==> src/rtl/pipeline_stall_controller.sv <==
`default_nettype none
// ============================================================================
//  Module      : pipeline_stall_controller
//  Description : Central stall/flush sequencer for the 5-stage 16-bit
//                pipeline. Merges load-use stalls, taken-branch flushes,
//                data-memory busy and halt requests into per-stage register
//                write enables and flush controls. A small FSM handles
//                multi-cycle memory waits (with timeout) and the halt drain.
//                Saturating stall/flush performance counters are kept.
//  Ports       : clk, rst_n (sync, active-low)
//                load_use_stall_i, branch_taken_i, mem_busy_i, halt_req_i,
//                resume_i                           -> event inputs
//                pc_write_o, if_id_write_o, id_ex_write_o, ex_mem_write_o
//                                                   -> register enables
//                if_id_flush_o, id_ex_flush_o       -> flush controls
//                state_o (RUN=0 MEM_WAIT=1 DRAIN=2 HALTED=3), mem_error_o,
//                stall_count_o, flush_count_o       -> status / counters
//  Revision    : 1.0  initial release
// ============================================================================
module pipeline_stall_controller #(
    parameter int MEM_TIMEOUT  = 15,
    parameter int DRAIN_CYCLES = 3,
    parameter int CNT_WIDTH    = 16
) (
    input  logic                 clk,
    input  logic                 rst_n,
    input  logic                 load_use_stall_i,
    input  logic                 branch_taken_i,
    input  logic                 mem_busy_i,
    input  logic                 halt_req_i,
    input  logic                 resume_i,
    output logic                 pc_write_o,
    output logic                 if_id_write_o,
    output logic                 id_ex_write_o,
    output logic                 ex_mem_write_o,
    output logic                 if_id_flush_o,
    output logic                 id_ex_flush_o,
    output logic [1:0]           state_o,
    output logic                 mem_error_o,
    output logic [CNT_WIDTH-1:0] stall_count_o,
    output logic [CNT_WIDTH-1:0] flush_count_o
);

    localparam int c_WAIT_W  = $clog2(MEM_TIMEOUT + 1);
    localparam int c_DRAIN_W = $clog2(DRAIN_CYCLES + 1);
    localparam logic [c_WAIT_W-1:0]  c_WAIT_MAX  = c_WAIT_W'(MEM_TIMEOUT);
    localparam logic [c_DRAIN_W-1:0] c_DRAIN_MAX = c_DRAIN_W'(DRAIN_CYCLES);

    typedef enum logic [1:0] {
        S_RUN      = 2'd0,
        S_MEM_WAIT = 2'd1,
        S_DRAIN    = 2'd2,
        S_HALTED   = 2'd3
    } state_t;

    state_t                 state_q, state_d;
    logic [c_WAIT_W-1:0]    wait_q, wait_d;
    logic [c_DRAIN_W-1:0]   drain_q, drain_d;
    logic                   err_q, err_d;
    logic [CNT_WIDTH-1:0]   stall_q, flush_q;

    logic w_pc_write, w_if_id_write, w_id_ex_write, w_ex_mem_write;
    logic w_if_id_flush, w_id_ex_flush;
    logic w_run_eval;   // apply the normal RUN event priorities this cycle
    logic w_flush_inc;
    logic w_stall_inc;

    always_comb begin
        state_d        = state_q;
        wait_d         = wait_q;
        drain_d        = drain_q;
        err_d          = err_q;
        w_pc_write     = 1'b0;
        w_if_id_write  = 1'b0;
        w_id_ex_write  = 1'b0;
        w_ex_mem_write = 1'b0;
        w_if_id_flush  = 1'b0;
        w_id_ex_flush  = 1'b0;
        w_run_eval     = 1'b0;
        w_flush_inc    = 1'b0;

        case (state_q)
            S_RUN: begin
                if (mem_busy_i) begin
                    state_d = S_MEM_WAIT;
                    wait_d  = c_WAIT_W'(1);
                end else begin
                    w_run_eval = 1'b1;
                end
            end
            S_MEM_WAIT: begin
                if (mem_busy_i) begin
                    if (wait_q == c_WAIT_MAX) begin
                        err_d   = 1'b1;
                        state_d = S_HALTED;
                    end else begin
                        wait_d = wait_q + c_WAIT_W'(1);
                    end
                end else begin
                    w_run_eval = 1'b1;
                end
            end
            S_DRAIN: begin
                // Memory busy freezes the drain in place; no timeout here.
                if (!mem_busy_i) begin
                    w_if_id_write  = 1'b1;
                    w_id_ex_write  = 1'b1;
                    w_ex_mem_write = 1'b1;
                    w_if_id_flush  = 1'b1;
                    w_id_ex_flush  = 1'b1;
                    if (drain_q == c_DRAIN_MAX) begin
                        state_d = S_HALTED;
                    end else begin
                        drain_d = drain_q + c_DRAIN_W'(1);
                    end
                end
            end
            default: begin
                if (resume_i && !err_q) begin
                    state_d = S_RUN;
                end
            end
        endcase

        if (w_run_eval) begin
            state_d        = S_RUN;
            w_pc_write     = 1'b1;
            w_if_id_write  = 1'b1;
            w_id_ex_write  = 1'b1;
            w_ex_mem_write = 1'b1;
            if (halt_req_i) begin
                // Halt wins over a same-cycle branch; the branch is dropped.
                w_pc_write    = 1'b0;
                w_if_id_flush = 1'b1;
                w_id_ex_flush = 1'b1;
                state_d       = S_DRAIN;
                drain_d       = c_DRAIN_W'(1);
            end else if (branch_taken_i) begin
                // Flushing the younger stages makes any load-use stall moot.
                w_if_id_flush = 1'b1;
                w_id_ex_flush = 1'b1;
                w_flush_inc   = 1'b1;
            end else if (load_use_stall_i) begin
                w_pc_write    = 1'b0;
                w_if_id_write = 1'b0;
                w_id_ex_flush = 1'b1;
            end
        end

        // Hold everything quiet while reset is asserted.
        if (!rst_n) begin
            w_pc_write     = 1'b0;
            w_if_id_write  = 1'b0;
            w_id_ex_write  = 1'b0;
            w_ex_mem_write = 1'b0;
            w_if_id_flush  = 1'b0;
            w_id_ex_flush  = 1'b0;
        end
    end

    assign w_stall_inc = !w_pc_write && (state_q != S_HALTED);

    always_ff @(posedge clk) begin
        if (!rst_n) begin
            state_q <= S_RUN;
            wait_q  <= '0;
            drain_q <= '0;
            err_q   <= 1'b0;
            stall_q <= '0;
            flush_q <= '0;
        end else begin
            state_q <= state_d;
            wait_q  <= wait_d;
            drain_q <= drain_d;
            err_q   <= err_d;
            if (w_stall_inc && (stall_q != '1)) begin
                stall_q <= stall_q + CNT_WIDTH'(1);
            end
            if (w_flush_inc && (flush_q != '1)) begin
                flush_q <= flush_q + CNT_WIDTH'(1);
            end
        end
    end

    assign pc_write_o     = w_pc_write;
    assign if_id_write_o  = w_if_id_write;
    assign id_ex_write_o  = w_id_ex_write;
    assign ex_mem_write_o = w_ex_mem_write;
    assign if_id_flush_o  = w_if_id_flush;
    assign id_ex_flush_o  = w_id_ex_flush;
    assign state_o        = state_q;
    assign mem_error_o    = err_q;
    assign stall_count_o  = stall_q;
    assign flush_count_o  = flush_q;

endmodule
`default_nettype wire

==> config.mk <==
export PLATFORM = sky130hd
export DESIGN_NAME = pipeline_stall_controller
export DESIGN_NICKNAME = d
export VERILOG_FILES = /design/src/rtl/pipeline_stall_controller.sv
export SDC_FILE = /design/constraint.sdc
export NUM_CORES = 1
export LEC_CHECK = 0
export CORE_ASPECT_RATIO = 1.25
export CORE_MARGIN = 10
export CORE_UTILIZATION = 38
export CTS_CLUSTER_SIZE = 25
export DETAILED_ROUTE_END_ITERATION = 12
export REMOVE_ABC_BUFFERS = 1
export SLEW_MARGIN = 0
export SYNTH_ARGS = -nofsm -noshare
export SYNTH_HDL_FRONTEND = slang
export SYNTH_SLANG_ARGS = --single-unit
==> constraint.sdc <==
create_clock -name clk -period 2.9 [get_ports clk]
set_clock_uncertainty 0.05 [all_clocks]
set_input_delay 0.29 -clock clk [delete_from_list [all_inputs] [get_ports clk]]
set_output_delay 0.29 -clock clk [all_outputs]
set_load 0.05 [all_outputs]
==> impl_metrics.tcl <==
set metrics [dict create \
    status "finished, final reports clean" \
    p_clk_share_pct 27.1 \
    swShare_pct 36.66 \
    chipHeight_um 105.8 \
    multi_input_area_um2 1321 \
    insertion_delay_ps 300 \
    critPathLaunchType "flop" \
    tritoncts "built" \
    endpoint_kind "primary output" \
    crit_fanout 11 \
    die_area_um2 9380 \
    netlist_instances 261 \
    hpwlAfterDp_mm 3.929 \
    critPathBufInv 2 \
    synth_warnings 0 \
    critPathKind "reg2out" \
    reg2reg_depth 7 \
    totalPowerFinal_uw 1706 \
    drc 0 \
    grt_max_degree 33 \
    tightest_slew_ps 526.1 \
    intPower_uw 1081 \
    start_util_pct 38.99 \
    via_per_inst 5.302 \
    numCtsBuffers 5 \
    relSlewSlack_pct 64.81 \
    tns_ps 0 \
    hold_violations 0 \
    wire_per_inst_um 14.31 \
    synth-main-ff-cell "dfxtp_1" \
    setup_violations 0 \
    area_growth_pct 29.85 \
    antenna_found_initial 0 \
    power.switching_uw 625.5 \
    synthTopCellsByArea "dfxtp_1 37%, xnor2_1 8.2%, nor2_1 6.0%" \
    timing.fmax_ghz 0.4168 \
    vias 1983 \
    clkTransAtPathRegs_ps 80 \
    p_leak_uw 0.001055 \
    final_nets 321 \
    yosysTopAreaCell "dfxtp_1" \
    nFillCells 571 \
    hold_buffers 0 \
    syn_area_per_cell_um2 8.576 \
    synthArstFlopShare_pct 0 \
    arrival_ps 2060 \
    port_buffers 47 \
    hold_class "reg2reg" \
    synth_top_area_share_pct 36.67 \
    rsz0062_at_grt "no" \
    cp_slowest_stage_delay_ps 380 \
    rrSetupSlack_ps 630 \
    grt_pass1_wl_mm 9.170 \
    ys_types 46 \
    path_delay_family "simple AND/OR/NAND/NOR gates" \
    cts_root_buf "clkbuf_8" \
    mostFrequentLayoutCells "41 x dfxtp_1, 41 x clkdlybuf4s50_1, 36 x nor2_1, 21 x nand2_1, 21 x xnor2_1" \
    core_area_um2 5741 \
    power_frac_comb_pct 34.8 \
    ant_nets 0 \
    crit_cells 6 \
    gp_congestion 0.8081 \
    worstPathRequired_ps 2560 \
    drive_gt1_share_pct 9.091 \
    crit_slowest_cell "ha_1" \
    wirelength_mm 5.351 \
    seq_power_share_pct 38.1 \
    ios 48 \
    diodes 0 \
    htree_levels 2 \
    fin_crit_ps 2399 \
    regArea_um2 820.8 \
    power.density_nw_per_um2 587.0 \
    finalMaxSlewViolations 0 \
    ys_seq_area_share_pct 36.67 \
    synth_edf_count 0 \
    syn_area_um2 2238 \
    irDropWorstVdd_mv 0.5056 \
    grt-ovfl-total 0 \
    period_share_pct 82.73 \
    first_iter_violations 62 \
    grt_usage_pct 11.75 \
    max-clock-path-buffers 2 \
    drtPass1Iterations 4 \
    clock-sinks 41 \
    cts_setup_buffers 0 \
    synth-seq-cells 41 \
    cts_resized 0 \
    path_cells "inv_1 -> ha_1 -> nor3_1 -> or3_1 -> a21oi_1 -> buf_12" \
    num_rows 31 \
    die_x_um 88.65 \
    grt_pass1_vias 1989 \
    maxCapViolCount 0 \
    whs_path_depth 2 \
]
==> cell families after synthesis <==
group	Yosys count	synth area share, %
mux	2	0.8944
xor+xnor	24	9.391
simple gates	126	32.42
compound gates	42	12.41
buf+inv	19	4.304
fa+ha+maj	7	3.913
flops	41	36.67
==> metal layers <==
| layer | wire [um] | global-route usage [%] | share of wire [%] |
|---|---|---|---|
| met5 | 0 | 0 | 0 |
| met1 | 2391 | 13.78 | 45 |
| met2 | 2465 | 19.12 | 46 |
| met3 | 439 | 5.008 | 8.2 |
| met4 | 55 | 2.778 | 1.0 |
==> final cells by class <==
| type | count | share of cell area, % |
|---|---|---|
| inverters | 8 | 1.033 |
| clock inverters | 2 | 1.334 |
| flip-flops and latches | 41 | 28.24 |
| clock buffers | 6 | 2.497 |
| repair buffers | 50 | 18.60 |
| multi-input cells | 201 | 45.46 |
| well taps | 66 | 2.841 |
==> path summary, 6_finish.rpt <==
| path | start | to |
|---|---|---|
| min reg2reg | wait_q[1]$_SDFFE_PN0P_ | wait_q[1]$_SDFFE_PN0P_ |
| min | wait_q[1]$_SDFFE_PN0P_ | wait_q[1]$_SDFFE_PN0P_ |
| max reg2reg | state_o[1]$_SDFFE_PN0P_ | flush_count_o[6]$_SDFFE_PN0P_ |
| max | state_o[1]$_SDFFE_PN0P_ | id_ex_flush_o |
==> synthesized netlist by cell type (all sizes together) (3+ instances only) <==
cell     n
and3     5
ha       7
nand3   15
a21oi   12
and4     6
nor3b    3
dfxtp   41
nor4     9
clkbuf   5
nand2b   3
nand2   21
xnor2   21
buf      6
a211oi   9
nor3    10
xor2     3
inv      8
nand4    6
o21ai   11
or3      3
nor2    36
==> worst reg2reg max path, cell delays in order, from the launching register on <==
cell and delay (ps):
dfxtp_1 360, inv_1 130, ha_1 380, o21ba_2 220
nand3_1 280, a21oi_2 320, nor3b_1 270, mux2i_1 200
==> sequential cells by signal, indices dropped and copies added, names as in the netlist <==
signal         cells
state_o            2
mem_error_o        1
drain_q            2
flush_count_o     16
wait_q             4
stall_count_o     16
==> power by group through the flow <==
stage / clock (uW) / sequential, uW / combinational, uW
after CTS: 478 / 650 / 600
after detailed placement: 0 / 661 / 596
final: 462 / 650 / 595
after global placement: 0 / 662 / 596
after global routing: 503 / 657 / 647
after floorplan: 0 / 743 / 310
==> through the flow <==
stage / std cells / setup WS, ps / util [%] / hold slack (ps) / area, um^2
after floorplan: 250 / 287.5 / - / 357.8 / 2172
after CTS: 374 / 491.6 / 50.63 / 436.0 / 2907
after global placement: 366 / 631.1 / 48.69 / 423.2 / 2795
final: 374 / 500.9 / 50.63 / 431.8 / 2907
after detailed placement: 366 / 612.8 / 48.69 / 424.4 / 2795
after global routing: 374 / 361.6 / 50.63 / 475.6 / 2907
Power figures use the tool's default switching activity.
